$ cat config.mk
export PLATFORM = sky130hd
export DESIGN_NAME = vec_store_unit_flat
export DESIGN_NICKNAME = d
export VERILOG_FILES = /design/src/rtl/vsu_pkg.sv /design/src/rtl/vec_store_unit_if.sv /design/src/rtl/vsu_addr_gen.sv /design/src/rtl/vec_store_unit.sv /design/src/flat_wrapper.sv
export SDC_FILE = /design/constraint.sdc
export NUM_CORES = 1
export LEC_CHECK = 0
export ABC_AREA = 1
export CORE_MARGIN = 4
export CORE_UTILIZATION = 50
export CTS_BUF_LIST = sky130_fd_sc_hd__clkbuf_8
export DETAILED_ROUTE_END_ITERATION = 8
export GPL_TIMING_DRIVEN = 0
export PLACE_DENSITY = 0.78
export SLEW_MARGIN = 20
export SYNTH_ARGS = -nofsm -noshare
export SYNTH_HDL_FRONTEND = slang
export SYNTH_HIERARCHICAL = 1
export SYNTH_SLANG_ARGS = --single-unit
$ cat constraint.sdc
create_clock -name clk -period 3.8 [get_ports clk]
set_clock_uncertainty 0.05 [all_clocks]
set_input_delay 0.57 -clock clk [delete_from_list [all_inputs] [get_ports clk]]
set_output_delay 0.57 -clock clk [all_outputs]
set_load 0.02 [all_outputs]
$ cat src/rtl/vsu_pkg.sv
// -----------------------------------------------------------------------------
// vsu_pkg -- shared types and helpers for the vector store unit.
//
// Contents:
//   vsu_state_e : controller states (IDLE, WRITE, DONE)
//   vsu_beats   : number of BRAM beats per store (elements / lanes)
//   vsu_cnt_w   : beat-counter width; the counter must also hold the value
//                 BEATS, which marks "every beat has been issued"
// -----------------------------------------------------------------------------
package vsu_pkg;

  typedef enum logic [1:0] {
    IDLE  = 2'd0,
    WRITE = 2'd1,
    DONE  = 2'd2
  } vsu_state_e;

  // NO_OF_ELEM must be a whole multiple of LANES.
  function automatic int vsu_beats(input int n_elem, input int lanes);
    return n_elem / lanes;
  endfunction

  function automatic int vsu_cnt_w(input int beats);
    return $clog2(beats + 1);
  endfunction

endpackage

$ cat src/rtl/vec_store_unit_if.sv
// -----------------------------------------------------------------------------
// vec_store_unit_if -- request and BRAM-write bundle of the vector store unit.
//
// Request side : start, stall, dataIn, baseAddr, stride, elemMask (only when
//                VSU_MASK_EN is defined)
// BRAM side    : dataOut, writeAddrBRAM, writeEN, laneWE, busy, WRdone
//
// Modports: slave  -- the store unit itself
//           master -- whoever issues stores and consumes the BRAM writes
// -----------------------------------------------------------------------------
interface vec_store_unit_if #(
  parameter int NO_OF_ELEM = 16,
  parameter int WORD_SIZE  = 32,
  parameter int MEM_DEPTH  = 9,
  parameter int LANES      = 1
);

  logic                            start;
  logic                            stall;
  logic [NO_OF_ELEM*WORD_SIZE-1:0] dataIn;
  logic [MEM_DEPTH-1:0]            baseAddr;
  logic [MEM_DEPTH-1:0]            stride;
`ifdef VSU_MASK_EN
  logic [NO_OF_ELEM-1:0]           elemMask;
`endif
  logic [LANES*WORD_SIZE-1:0]      dataOut;
  logic [MEM_DEPTH-1:0]            writeAddrBRAM;
  logic                            writeEN;
  logic [LANES-1:0]                laneWE;
  logic                            busy;
  logic                            WRdone;

  modport slave (
`ifdef VSU_MASK_EN
    input  elemMask,
`endif
    input  start, stall, dataIn, baseAddr, stride,
    output dataOut, writeAddrBRAM, writeEN, laneWE, busy, WRdone
  );

  modport master (
`ifdef VSU_MASK_EN
    output elemMask,
`endif
    output start, stall, dataIn, baseAddr, stride,
    input  dataOut, writeAddrBRAM, writeEN, laneWE, busy, WRdone
  );

endinterface

$ cat src/rtl/vsu_addr_gen.sv
// -----------------------------------------------------------------------------
// vsu_addr_gen -- base/stride address accumulator for the vector store unit.
//
// Ports:
//   clk, rst_n : clock, asynchronous active-low reset
//   load_i     : start of a store; captures stride, preloads base + stride
//   step_i     : a beat was issued; advance by the captured stride
//   base_i     : first address of the store
//   stride_i   : address increment per beat
//   addr_o     : address of the next beat to issue after beat 0
//
// Beat 0 is addressed straight from base_i by the caller, so the accumulator
// always runs one beat ahead. The AW-bit adder wraps modulo 2^AW by design.
// -----------------------------------------------------------------------------
module vsu_addr_gen #(
  parameter int AW = 9
) (
  input  logic          clk,
  input  logic          rst_n,
  input  logic          load_i,
  input  logic          step_i,
  input  logic [AW-1:0] base_i,
  input  logic [AW-1:0] stride_i,
  output logic [AW-1:0] addr_o
);

  logic [AW-1:0] acc_q, acc_d;
  logic [AW-1:0] stride_q, stride_d;

  // NOTE: every variable written here gets a default first, so no path
  // leaves it unassigned and no latch is inferred.
  always_comb begin
    acc_d    = acc_q;
    stride_d = stride_q;
    if (load_i) begin
      acc_d    = base_i + stride_i;
      stride_d = stride_i;
    end else if (step_i) begin
      acc_d = acc_q + stride_q;
    end
  end

  // NOTE: state registers use non-blocking assignments so every flop samples
  // the pre-edge value of every other flop.
  always_ff @(posedge clk or negedge rst_n) begin
    if (!rst_n) begin
      acc_q    <= '0;
      stride_q <= '0;
    end else begin
      acc_q    <= acc_d;
      stride_q <= stride_d;
    end
  end

  assign addr_o = acc_q;

endmodule

$ cat src/rtl/vec_store_unit.sv
// -----------------------------------------------------------------------------
// vec_store_unit -- writes one captured vector into a BRAM as a sequence of
// LANES-wide beats at baseAddr, baseAddr+stride, ... (modulo 2^MEM_DEPTH).
//
// Ports:
//   clk    : clock, rising edge
//   RESET  : asynchronous active-low reset, aborts any store silently
//   bus    : vec_store_unit_if.slave (request inputs, BRAM write outputs)
//
// Timing: the edge that accepts start also registers beat 0, so writeEN is
// high the next cycle. Each unstalled WRITE cycle registers the next beat;
// stall sampled high holds the beat counter and registers writeEN low. After
// all BEATS beats have been shown, one DONE cycle pulses WRdone.
//
// Build option: define VSU_MASK_EN to add bus.elemMask. laneWE then follows
// the captured mask bits of each beat and writeEN is their OR; a fully masked
// beat still takes its cycle. Without it laneWE is all ones on every beat.
// -----------------------------------------------------------------------------
module vec_store_unit
  import vsu_pkg::*;
#(
  parameter int NO_OF_ELEM = 16,
  parameter int WORD_SIZE  = 32,
  parameter int MEM_DEPTH  = 9,
  parameter int LANES      = 1
) (
  input logic             clk,
  input logic             RESET,
  vec_store_unit_if.slave bus
);

  localparam int BEATS  = vsu_beats(NO_OF_ELEM, LANES);
  localparam int CNT_W  = vsu_cnt_w(BEATS);
  localparam int BEAT_W = LANES * WORD_SIZE;
  localparam int VEC_W  = NO_OF_ELEM * WORD_SIZE;

  vsu_state_e           state_q, state_d;
  logic [CNT_W-1:0]     beat_q, beat_d;      // next beat to issue
  logic [VEC_W-1:0]     data_q, data_d;      // captured vector
  logic [BEAT_W-1:0]    dout_q, dout_d;
  logic [MEM_DEPTH-1:0] addr_q, addr_d;
  logic                 we_q, we_d;
  logic [LANES-1:0]     lane_we_q, lane_we_d;
  logic                 busy_q, busy_d;
  logic                 done_q, done_d;

  logic                 gen_load, gen_step, issue;
  logic [MEM_DEPTH-1:0] gen_addr;
  logic [CNT_W-1:0]     beat_idx;
  logic [BEAT_W-1:0]    src_data;
  logic [MEM_DEPTH-1:0] src_addr;
  logic [LANES-1:0]     src_mask;

`ifdef VSU_MASK_EN
  logic [NO_OF_ELEM-1:0] mask_q, mask_d;
`endif

  vsu_addr_gen #(.AW(MEM_DEPTH)) u_addr_gen (
    .clk      (clk),
    .rst_n    (RESET),
    .load_i   (gen_load),
    .step_i   (gen_step),
    .base_i   (bus.baseAddr),
    .stride_i (bus.stride),
    .addr_o   (gen_addr)
  );

  // Keeps the lane select in range once the counter has reached BEATS.
  assign beat_idx = (beat_q == CNT_W'(BEATS)) ? '0 : beat_q;

  always_comb begin
    state_d   = state_q;
    beat_d    = beat_q;
    data_d    = data_q;
    dout_d    = dout_q;
    addr_d    = addr_q;
    we_d      = 1'b0;
    lane_we_d = '0;
    gen_load  = 1'b0;
    gen_step  = 1'b0;
    issue     = 1'b0;
    src_data  = data_q[32'(beat_idx) * BEAT_W +: BEAT_W];
    src_addr  = gen_addr;
`ifdef VSU_MASK_EN
    mask_d    = mask_q;
    src_mask  = mask_q[32'(beat_idx) * LANES +: LANES];
`else
    src_mask  = '1;
`endif

    unique case (state_q)
      IDLE: begin
        if (bus.start) begin
          // Beat 0 comes straight from the inputs so it is on the BRAM port
          // the cycle after acceptance.
          state_d  = WRITE;
          data_d   = bus.dataIn;
          beat_d   = CNT_W'(1);
          gen_load = 1'b1;
          issue    = 1'b1;
          src_data = bus.dataIn[BEAT_W-1:0];
          src_addr = bus.baseAddr;
`ifdef VSU_MASK_EN
          mask_d   = bus.elemMask;
          src_mask = bus.elemMask[LANES-1:0];
`endif
        end
      end
      WRITE: begin
        if (beat_q == CNT_W'(BEATS)) begin
          state_d = DONE;
          beat_d  = '0;
        end else if (!bus.stall) begin
          issue    = 1'b1;
          gen_step = 1'b1;
          beat_d   = beat_q + 1'b1;
        end
      end
      DONE:    state_d = IDLE;
      default: state_d = IDLE;
    endcase

    // Data and address only move on a real write, so they hold otherwise.
    if (issue) begin
      lane_we_d = src_mask;
      we_d      = |src_mask;
      if (|src_mask) begin
        dout_d = src_data;
        addr_d = src_addr;
      end
    end

    busy_d = (state_d != IDLE);
    done_d = (state_d == DONE);
  end

  always_ff @(posedge clk or negedge RESET) begin
    if (!RESET) begin
      state_q   <= IDLE;
      beat_q    <= '0;
      // NOTE: the captured vector is cleared as well, so nothing from an
      // aborted store survives the reset.
      data_q    <= '0;
      dout_q    <= '0;
      addr_q    <= '0;
      we_q      <= 1'b0;
      lane_we_q <= '0;
      busy_q    <= 1'b0;
      done_q    <= 1'b0;
`ifdef VSU_MASK_EN
      mask_q    <= '0;
`endif
    end else begin
      state_q   <= state_d;
      beat_q    <= beat_d;
      data_q    <= data_d;
      dout_q    <= dout_d;
      addr_q    <= addr_d;
      we_q      <= we_d;
      lane_we_q <= lane_we_d;
      busy_q    <= busy_d;
      done_q    <= done_d;
`ifdef VSU_MASK_EN
      mask_q    <= mask_d;
`endif
    end
  end

  assign bus.dataOut       = dout_q;
  assign bus.writeAddrBRAM = addr_q;
  assign bus.writeEN       = we_q;
  assign bus.laneWE        = lane_we_q;
  assign bus.busy          = busy_q;
  assign bus.WRdone        = done_q;

endmodule

$ cat src/flat_wrapper.sv
// flat-port wrapper written by rule: the top's interface ports become plain ports
module vec_store_unit_flat import vsu_pkg::*;
#(
  parameter int NO_OF_ELEM = 16,
  parameter int WORD_SIZE  = 32,
  parameter int MEM_DEPTH  = 9,
  parameter int LANES      = 1
)
  (clk, RESET, bus_start, bus_stall, bus_dataIn, bus_baseAddr, bus_stride, bus_dataOut, bus_writeAddrBRAM, bus_writeEN, bus_laneWE, bus_busy, bus_WRdone);
  vec_store_unit_if #(.NO_OF_ELEM(NO_OF_ELEM), .WORD_SIZE(WORD_SIZE), .MEM_DEPTH(MEM_DEPTH), .LANES(LANES)) bus_i ();
  input logic clk;
  input logic RESET;
  input wire logic [$bits(bus_i.start)-1:0] bus_start;
  input wire logic [$bits(bus_i.stall)-1:0] bus_stall;
  input wire logic [$bits(bus_i.dataIn)-1:0] bus_dataIn;
  input wire logic [$bits(bus_i.baseAddr)-1:0] bus_baseAddr;
  input wire logic [$bits(bus_i.stride)-1:0] bus_stride;
  output wire logic [$bits(bus_i.dataOut)-1:0] bus_dataOut;
  output wire logic [$bits(bus_i.writeAddrBRAM)-1:0] bus_writeAddrBRAM;
  output wire logic [$bits(bus_i.writeEN)-1:0] bus_writeEN;
  output wire logic [$bits(bus_i.laneWE)-1:0] bus_laneWE;
  output wire logic [$bits(bus_i.busy)-1:0] bus_busy;
  output wire logic [$bits(bus_i.WRdone)-1:0] bus_WRdone;
  assign bus_i.start = bus_start;
  assign bus_i.stall = bus_stall;
  assign bus_i.dataIn = bus_dataIn;
  assign bus_i.baseAddr = bus_baseAddr;
  assign bus_i.stride = bus_stride;
  assign bus_dataOut = bus_i.dataOut;
  assign bus_writeAddrBRAM = bus_i.writeAddrBRAM;
  assign bus_writeEN = bus_i.writeEN;
  assign bus_laneWE = bus_i.laneWE;
  assign bus_busy = bus_i.busy;
  assign bus_WRdone = bus_i.WRdone;
  vec_store_unit #(.NO_OF_ELEM(NO_OF_ELEM), .WORD_SIZE(WORD_SIZE), .MEM_DEPTH(MEM_DEPTH), .LANES(LANES)) u_core (.clk(clk), .RESET(RESET), .bus(bus_i));
endmodule
==> summary.md <==
| Metric | Value |
|---|---|
| Crit path kind | `flip-flop to flip-flop` |
| Total Power Consumption | `approximately 0.030 W` |
| Drt pass-1 iters | `6` |
| GR Overflow Total | `0` |
| Arrival time of the worst setup path | `4070 ps` |
| Number of global-route vias before repair | `27862` |
| Final setup TNS | `0 ps` |
| Die outline height | `245 um` |
| Worst slack on hold paths | `361 ps` |
| Final-stage net count | `5042` |
| Via-per-instance ratio | `5.36` |
| Top-level I/O count | `579` |
| Slew at the pin with the worst max-slew slack | `1070 ps` |
| Number of setup violations in the final report | `0` |
| Post-synthesis to final-layout area growth | `31.5%` |
| Leakage | `about 19 nW` |
| Pin count of the biggest net entering global routing | `103` |
| Number of antenna violations at the first check in global routing | `20` |
| DRT Wirelength | `110 mm` |
| Final GP Congestion | `0.954` |
| Average instance area after synthesis | `between 7 and 8 sq um` |
| Part of the Yosys area used for sequential elements | `about half` |
| Fin. Hold Viols | `0` |
| Count of unresolved DRC violations after routing | `0` |
| Placeable core area | `55300 sq um` |
| Clock latency reported for the late side of the worst-skew pair | `690 ps` |
| Peak Freq | `282 MHz` |
| Unrepaired setup endpoints after global routing | `false` |
| Count of filler cells inserted in the layout | `4827` |
| Net Count, Synth | `around 4400` |
| Pins over their slew limit | `0` |
| Synthesis-stage register bit count | `581` |
| Max-cap check violation count | `0` |
| CP max FO | `10` |
| Dominant synthesized flop cell | `dfrtp_1` |
| Count of buffers inserted at the top-level ports | `about 580` |
| Critical path launch point type | `flip-flop` |
| Wire length of the first global-routing pass | `163 mm` |
| Number of buffers inserted by post-CTS setup repair | `0` |
| Post-route minimum period | `3550 ps` |
| Number of enable flip-flop cells after synthesis | `0` |
| HPWL Detailed | `85.3 mm` |
| Master cell of the clock root buffer | `clkbuf_8` |
| Total GRT Usage | `35.9%` |
| Peak supply drop | `about 340 uV` |
| Per-cell routed wire length | `20.7 um` |
| Final clock period utilization by the worst path | `93.3%` |
| Area post-placement | `35000 sq um` |
| Count of vias placed by the detailed router | `28502` |
| Number of hold buffers added after cts | `1` |
| Summed area of non-filler cells in the final layout | `roughly 37000 sq um` |
| Rel. slew slack | `28.6%` |
| Result of the run | `finished, final reports clean` |
| Worst Setup End Kind | `flip-flop` |
| Detail Route Antenna Nets | `0` |
| Worst-case clock buffer depth | `3` |
| Total number of yosys warnings | `6` |
| Class of the tightest hold or removal check | `input port to flip-flop` |
| Mapped Area | `28100 sq um` |
| Power density over the cells | `818 nW/um^2` |
| Data required time of the critical path | `4330 ps` |
| Clock tree from TritonCTS | `built` |
| Clock transition at path regs | `60 ps` |
| Async set-or-reset flop fraction in the synthesized netlist | `100%` |
| Sinks on the clock net | `581` |
| CTS H-tree lvls | `3` |
| Horizontal die dimension | `245 um` |
| Count of instances resized after the clock tree is built | `0` |
| Fraction of layout cells with a size suffix above 1 | `between 5 and 6%` |
| Number of rows created at floorplan | `86` |
| Area enclosed by the die boundary | `60000 sq um` |
| Number of buffers added by the clock tree synthesis step | `97` |
| Number of different library cells in the post-synthesis netlist | `37` |
| Effective utilization at floorplan | `50.7%` |
| Final core utilization | `66.7%` |
| Gate Count Post-Synth | `approximately 3800` |
| Violation count after the first detailed-route iteration | `around 3200` |
-- path summary, 6_finish.rpt --
kind / slack (ps) / end / start / cells after the start
worst max-delay path: 250 / u_core/bus.dataOut[25] / u_core/beat_q[0] / 15
worst min-delay path: 360 / u_core/data_q[80] / bus_dataIn[80] / 3
worst max register to register: 250 / u_core/bus.dataOut[25] / u_core/beat_q[0] / 15
worst min register to register: 430 / u_core/data_q[177] / u_core/data_q[177] / 2
max in group asynchronous: 1580 / u_core/bus.laneWE / RESET / 5
min in group asynchronous: 410 / u_core/data_q[305] / RESET / 2
-- layout by cell type, fill, tap and decap left out, drive strengths merged --
cell type / count
inv: 276
clkdlybuf4s50: 577
o221ai: 1
nand2: 1901
dlygate4sd3: 1
a31oi: 10
buf: 114
clkinv: 9
nand3b: 2
xnor2: 2
fa: 2
o211ai: 32
nand3: 347
and2: 1
dfrtp: 581
nor3b: 1
nor2: 96
o21ai: 238
clkbuf: 256
xor2: 3
or2: 3
nor3: 2
clkinvlp: 1
ha: 18
a21oi: 76
diode: 14
o2111ai: 3
o21bai: 1
o21a: 1
-- report_power, final --
part | total [W] | switching, W | internal, W
clock network | 0.00552 | 0.00257 | 0.00295
logic | 0.0140 | 0.00933 | 0.00470
registers | 0.0107 | 0.00151 | 0.00914
-- cell families (layout without fill, tap and decap cells) --
kind of cell | Yosys count | count (layout) | share of synthesized area [%]
adder cells (fa/ha/maj) | 20 | 20 | 0.945
buffers and inverters | 483 | 1234 | 6.97
XOR/XNOR | 5 | 5 | 0.156
other | 0 | 14 | 0
AO/OA/AOI/OAI | 362 | 362 | 6.86
flip-flops | 581 | 581 | 51.8
AND/OR/NAND/NOR | 2353 | 2353 | 33.3
-- critical path, cell delays in order (launching register included) --
cell,delay (ps)
dfrtp_1,340
buf_2,260
inv_1,110
clkbuf_1,290
ha_1,350
nand3_4,190
nand2_4,100
inv_2,270
clkbuf_1,550
nand2_1,110
nand3_1,100
nand2_1,50
nor2_1,310
nor2_1,200
nand2_1,100
nand2_1,50
-- area by class of cell --
class                           instances  area, sq um  area share (%)
Sequential cell                       581        14500            39.4
Multi-Input combinational cell       2740        11600            31.3
Timing Repair Buffer                  585         5970            16.2
Clock buffer                          127         1750            4.74
Buffer                                236         1020            2.78
Tap cell                              748          936            2.54
Inverter                              247          932            2.53
Clock inverter                         39          159           0.431
Antenna cell                           14         35.0          0.0949
-- Yosys cell counts, types with 3 or more instances --
cell	n	area share, %
clkbuf_1	129	1.7
nand3_1	346	6.2
inv_2	8	0.11
inv_1	236	3.2
xor2_1	3	0.094
nand2_1	1898	25
o211ai_1	32	0.86
a31oi_1	10	0.22
nor2_1	94	1.3
dfrtp_1	581	52
buf_2	89	1.6
buf_4	7	0.19
a21oi_1	76	1.4
buf_1	11	0.15
o21ai_0	236	4.2
ha_1	18	0.80
o2111ai_1	3	0.094
-- sequential cells by signal, indices dropped and copies added (netlist names) --
register,cells
u_core/bus.laneWE,1
u_core/data_q,512
u_core/u_addr_gen/addr_o,9
u_core/beat_q,5
u_core/bus.busy,1
u_core/bus.WRdone,1
u_core/u_addr_gen/stride_q,9
u_core/bus.writeAddrBRAM,9
u_core/state_q,2
u_core/bus.dataOut,32
-- metal layers --
layer  vias up  routed length [um]  global-route usage [%]
met5         -                  83                       0
met3       276               11200                    8.54
met1     13421               43000                    47.5
met2      1556               49700                    55.6
li1      13237                   -                       -
met4        12                6410                    18.6
-- through the flow --
stage	setup slack, ps	instances
2_1_floorplan	1350	3804
3_3_place_gp	-23980	5130
3_5_place_dp	238	5136
4_1_cts	344	5303
5_1_grt	134	5315
6_report	254	5317
(Power assumes the default switching activity.)
